==> src/rtl/inst_fetch_if.sv <==
// Instruction-memory request/response bundle between the fetch controller and the SRAM-like port.
interface inst_fetch_if #(
    parameter int unsigned WIDTH = 32
);
    logic             inst_req;
    logic [WIDTH-1:0] inst_addr;
    logic             inst_addr_ok;
    logic             inst_data_ok;
    logic [WIDTH-1:0] inst_rdata;

    modport master (
        output inst_req,
        output inst_addr,
        input  inst_addr_ok,
        input  inst_data_ok,
        input  inst_rdata
    );

    modport slave (
        input  inst_req,
        input  inst_addr,
        output inst_addr_ok,
        output inst_data_ok,
        output inst_rdata
    );
endinterface

==> src/rtl/inst_fetch_ctrl.sv <==
// Fetch-stage controller: one outstanding instruction read, flush-safe, stalls the PC until ready.
// Optional FETCH_ADDR_CHECK_EN: misaligned PC raises excF_adel_o instead of issuing a request.
module inst_fetch_ctrl #(
    parameter int unsigned      WIDTH    = 32,
    parameter logic [WIDTH-1:0] RESET_PC = 32'hbfc00000
) (
    input  logic              clk,
    input  logic              rst,
    input  logic [WIDTH-1:0]  pc_i,
    input  logic              ce_i,
    input  logic              stallD_i,
    input  logic              flushF_i,
    inst_fetch_if.master      mem,
    output logic [WIDTH-1:0]  instF_o,
    output logic [WIDTH-1:0]  pcF_out_o,
    output logic              inst_validF_o,
`ifdef FETCH_ADDR_CHECK_EN
    output logic              excF_adel_o,
`endif
    output logic              fetch_stall_o
);

    typedef enum logic [1:0] {StIdle, StReq, StWait, StValid} state_e;

    state_e           state_q, state_d;
    logic             discard_q, discard_d;
    logic [WIDTH-1:0] inst_addr_q, inst_addr_d;
    logic [WIDTH-1:0] pcF_q, pcF_d;
    logic [WIDTH-1:0] instF_q, instF_d;
`ifdef FETCH_ADDR_CHECK_EN
    logic             excF_q, excF_d;
`endif

    always_ff @(posedge clk or posedge rst) begin
        if (rst) begin
            state_q     <= StIdle;
            discard_q   <= 1'b0;
            inst_addr_q <= RESET_PC;
            pcF_q       <= RESET_PC;
            instF_q     <= '0;
`ifdef FETCH_ADDR_CHECK_EN
            excF_q      <= 1'b0;
`endif
        end else begin
            state_q     <= state_d;
            discard_q   <= discard_d;
            inst_addr_q <= inst_addr_d;
            pcF_q       <= pcF_d;
            instF_q     <= instF_d;
`ifdef FETCH_ADDR_CHECK_EN
            excF_q      <= excF_d;
`endif
        end
    end

    always_comb begin
        state_d     = state_q;
        discard_d   = discard_q;
        inst_addr_d = inst_addr_q;
        pcF_d       = pcF_q;
        instF_d     = instF_q;
`ifdef FETCH_ADDR_CHECK_EN
        excF_d      = excF_q;
`endif
        unique case (state_q)
            StIdle: begin
                if (ce_i && !flushF_i) begin
                    pcF_d = pc_i;
`ifdef FETCH_ADDR_CHECK_EN
                    if (pc_i[1:0] != 2'b00) begin
                        // Misaligned: deliver a NOP carrying the address-error flag.
                        instF_d = '0;
                        excF_d  = 1'b1;
                        state_d = StValid;
                    end else begin
                        inst_addr_d = pc_i;
                        state_d     = StReq;
                    end
`else
                    inst_addr_d = {pc_i[WIDTH-1:2], 2'b00};
                    state_d     = StReq;
`endif
                end
            end
            StReq: begin
                if (mem.inst_addr_ok) begin
                    discard_d = flushF_i;
                    state_d   = StWait;
                end else if (flushF_i) begin
                    state_d = StIdle;
                end
            end
            StWait: begin
                if (mem.inst_data_ok) begin
                    if (discard_q || flushF_i) begin
                        discard_d = 1'b0;
                        state_d   = StIdle;
                    end else begin
                        instF_d = mem.inst_rdata;
                        state_d = StValid;
                    end
                end else if (flushF_i) begin
                    // Response still owed by memory; remember to drop it.
                    discard_d = 1'b1;
                end
            end
            StValid: begin
                if (!stallD_i || flushF_i) begin
                    state_d = StIdle;
`ifdef FETCH_ADDR_CHECK_EN
                    excF_d  = 1'b0;
`endif
                end
            end
            default: state_d = StIdle;
        endcase
    end

    assign mem.inst_req   = (state_q == StReq);
    assign mem.inst_addr  = inst_addr_q;
    assign instF_o        = instF_q;
    assign pcF_out_o      = pcF_q;
    assign inst_validF_o  = (state_q == StValid);
    assign fetch_stall_o  = (state_q != StValid);
`ifdef FETCH_ADDR_CHECK_EN
    assign excF_adel_o    = excF_q;
`endif

endmodule

==> src/flat_wrapper.sv <==
// flat-port wrapper written by rule: the top's interface ports become plain ports
module inst_fetch_ctrl_flat 
#(
    parameter int unsigned      WIDTH    = 32,
    parameter logic [WIDTH-1:0] RESET_PC = 32'hbfc00000
)
  (clk, rst, pc_i, ce_i, stallD_i, flushF_i, instF_o, pcF_out_o, inst_validF_o, fetch_stall_o, mem_inst_req, mem_inst_addr, mem_inst_addr_ok, mem_inst_data_ok, mem_inst_rdata);
  inst_fetch_if #(.WIDTH(WIDTH)) mem_i ();
  input  logic clk;
  input  logic rst;
  input  logic [WIDTH-1:0] pc_i;
  input  logic ce_i;
  input  logic stallD_i;
  input  logic flushF_i;
  output logic [WIDTH-1:0] instF_o;
  output logic [WIDTH-1:0] pcF_out_o;
  output logic inst_validF_o;
  output logic fetch_stall_o;
  output wire logic [$bits(mem_i.inst_req)-1:0] mem_inst_req;
  output wire logic [$bits(mem_i.inst_addr)-1:0] mem_inst_addr;
  input wire logic [$bits(mem_i.inst_addr_ok)-1:0] mem_inst_addr_ok;
  input wire logic [$bits(mem_i.inst_data_ok)-1:0] mem_inst_data_ok;
  input wire logic [$bits(mem_i.inst_rdata)-1:0] mem_inst_rdata;
  assign mem_inst_req = mem_i.inst_req;
  assign mem_inst_addr = mem_i.inst_addr;
  assign mem_i.inst_addr_ok = mem_inst_addr_ok;
  assign mem_i.inst_data_ok = mem_inst_data_ok;
  assign mem_i.inst_rdata = mem_inst_rdata;
  inst_fetch_ctrl #(.WIDTH(WIDTH), .RESET_PC(RESET_PC)) u_core (.clk(clk), .rst(rst), .pc_i(pc_i), .ce_i(ce_i), .stallD_i(stallD_i), .flushF_i(flushF_i), .mem(mem_i), .instF_o(instF_o), .pcF_out_o(pcF_out_o), .inst_validF_o(inst_validF_o), .fetch_stall_o(fetch_stall_o));
endmodule
==> config.mk <==
export PLATFORM = sky130hd
export DESIGN_NAME = inst_fetch_ctrl_flat
export DESIGN_NICKNAME = d
export VERILOG_FILES = /design/src/rtl/inst_fetch_if.sv /design/src/rtl/inst_fetch_ctrl.sv /design/src/flat_wrapper.sv
export SDC_FILE = /design/constraint.sdc
export NUM_CORES = 1
export LEC_CHECK = 0
export ABC_AREA = 1
export BUFFER_PORTS_ARGS = -buffer_cell sky130_fd_sc_hd__buf_2
export CAP_MARGIN = 40
export CORE_MARGIN = 3
export CORE_UTILIZATION = 50
export CTS_BUF_LIST = sky130_fd_sc_hd__clkbuf_8
export CTS_CLUSTER_SIZE = 40
export DETAILED_ROUTE_END_ITERATION = 16
export HOLD_SLACK_MARGIN = 0.08
export PLACE_DENSITY = 0.88
export SKIP_CTS_REPAIR_TIMING = 1
export SYNTH_ARGS = -nofsm -noshare
export SYNTH_HDL_FRONTEND = slang
export SYNTH_SLANG_ARGS = --single-unit
==> constraint.sdc <==
create_clock -name clk -period 3.7 [get_ports clk]
set_input_delay 0 -clock clk [delete_from_list [all_inputs] [get_ports clk]]
set_output_delay 0 -clock clk [all_outputs]
set_load 0.05 [all_outputs]
==> results.md <==
* GP Congestion at about 0.82
* Share of layout cells above drive strength 1 at a little under two fifths
* Routed WL at ~9500 um
* DR vias at approximately 3.1k
* Status: complete, no violations
* CP Data Required Time at just under 4 ns
* Hold path depth at 4
* CTS sink cnt at 67
* CP Class: register to register
* Initial antenna violation count at 0
* DR vias/cell at 4.92
* Most frequent cell after synthesis: nand2_1
* Synth area leaders: dfrtp_1 (46%), nand2_1 (14%), buf_4 (7.7%)
* I/O Buffers at 167
* Number of synthesized register bits at 67
* Synth cell types at 20
* Slew Limit Headroom at 52.7%
* Total gr overflow at 0
* Synth cell count leaders: nand2_1 (116), dfrtp_1 (58), inv_1 (40), nand3_1 (35), buf_4 (32)
* Fin Clk Skew at about 0.0099 ns
* Initial DRC count at roughly 150
* Wire per inst at 14.8 um
* Die Ht at ~85 um
* I/O pin total at 170
* Final HPWL DP at 5380 um
* H-tree levels at 3
* Layout Nets at about 630
* Reg2reg path depth at 6
* Data arrival, critical path at ~2.2 ns
* Setup_tns at 0 ns
* Max Used Layer: met4
* RSZ-0062 raised after global routing: no
* CTS clock-pin slew for the worst setup and hold paths at about 0.070 ns
* Fmax at between 0.4 and 0.5 GHz
* Final hold viol count at 0
* ANT nets after route at 0
* CTS Buf Count at 9
* Synth warn at 0
* Synth top area share at 46.4%
* Met2 WL post-DR at 4740 um
* Slew Viols, Final at 0
* Routed wl met3 at approximately 910 um
* Tot GR Track Use at roughly a fifth
* Number of diodes at 0
* First-pass iteration count of the detailed router at 5
* Placement Cell Area at 3720 um^2
* M1 wire length at ~3600 um
* Synth Flop Type: dfrtp_1
* Syn avg cell area at 8.74 um^2
* FP Rows at 28
* Register area share after synthesis at approximately 54%
* Clk_lat worst skew at around 0.32 ns
* Mapped Cells at 358
* Vias in the first global route at 2571
* Worst min-delay path class: primary input to register
* Maxcap violations at 0
* First-pass GRT wire length at roughly 12000 um
* Crit-path max FO at 39
* CP Capture Type: register
* Asr flop ratio synth at 100%
* Die Wd at between 80 and 90 um
* Post-synthesis cell area at around 3100 um^2
* Final Cycle Share at around 55%
* EDFF count, synth at 0
* Initial Util at approximately 52%
* Residual DRC at 0
* CTS tree: done
* Clock Path Buffers at 2
* Post-synth top area cell: dfrtp_1
* CTS Root Cell: clkbuf_8
* Largest net degree at the start of global routing at 40
* Crit start category: register
* P&R area growth vs syn at 47.9%
* Minimum clock period at a little over 2 ns
* Die area at 7240 um^2
* Core ar. at about 6000 um^2
* Tightest Pin Transition at approximately 0.71 ns
* Final setup fails at 0
* Final instance area at approximately 4600 um^2
sequential cells by signal (all words and copies together) (netlist names):
signal and count:
u_core.discard_q 1, u_core.instF_o 32, u_core.pcF_out_o 32, u_core.state_q 2
logic make-up (layout without fill, tap and decap cells):
| logic type | count (synthesis) | count (layout) | synth area share (%) |
|---|---|---|---|
| other | 1 | 2 | 0.120 |
| and+or+nand+nor | 164 | 164 | 21.9 |
| buffers and inverters | 90 | 294 | 16.8 |
| DFF | 67 | 67 | 53.9 |
| AOI/OAI and AO/OA | 36 | 36 | 7.20 |
metal layers:
layer,global-route usage (%),vias up
met5,0,-
met4,9.21,0
met3,4.85,22
met2,33.6,194
met1,24.5,1454
li1,-,1467
worst max-delay path, stage by stage, from the launching register on:
cell     delay (ns)
dfrtp_1        0.41
inv_2          0.09
nor2_4         0.14
nand3_2        0.56
buf_4          0.49
nand2_1        0.11
o21ai_0        0.10
cells in the final DEF, fill, tap and decap left out:
master / netlist / layout
inv_1: 40 / 39
nor2_4: 1 / 1
clkinv_4: 0 / 2
buf_2: 7 / 167
clkinv_2: 0 / 1
nand4_1: 1 / 1
nor2_2: 1 / 1
inv_2: 2 / 3
bufinv_16: 0 / 3
buf_4: 32 / 3
dlygate4sd3_1: 0 / 66
nand3_1: 35 / 35
o21ai_0: 6 / 6
nand3_2: 1 / 1
dfrtp_1: 58 / 58
nand2_1: 116 / 116
dfstp_2: 9 / 9
nand2_4: 1 / 1
nor2_1: 8 / 8
o21ai_1: 18 / 18
o21ai_2: 12 / 12
conb_1: 1 / 2
clkbuf_8: 0 / 10
through the flow:
stage	worst slack, ns	std cells	hold WS, ns	util [%]
5_1_grt	1.51	638	0.0885	77.2
6_report	1.65	638	0.0792	77.2
4_1_cts	1.77	572	-0.222	66.2
3_3_place_gp	1.82	556	0.139	62.0
2_1_floorplan	2.03	359	0.112	-
3_5_place_dp	1.77	556	0.153	62.0
layout make-up:
cell class / count / area, um^2
Clock inverter: 6 / 113
Tap cell: 75 / 93.8
Timing Repair Buffer: 236 / 1520
Fill cell: 379 / 1360
Sequential cell: 67 / 1690
Clock buffer: 10 / 138
Multi-Input combinational cell: 202 / 918
Inverter: 42 / 158
path summary, 6_finish.rpt:
kind                                 startpoint              endpoint  slack (ns)
setup / recovery              u_core.state_q[1]    u_core.instF_o[28]        1.65
hold / removal                 mem_inst_addr_ok     u_core.state_q[0]        0.08
setup reg to reg              u_core.state_q[1]    u_core.instF_o[28]        1.65
hold reg to reg            u_core.pcF_out_o[22]  u_core.pcF_out_o[22]        0.48
max in group asynchronous                   rst  u_core.pcF_out_o[28]        2.44
min in group asynchronous                   rst     u_core.instF_o[0]        0.34
Power is not shown: default switching activity piles up to over one toggle a cycle in this logic, so the estimate is an artifact.
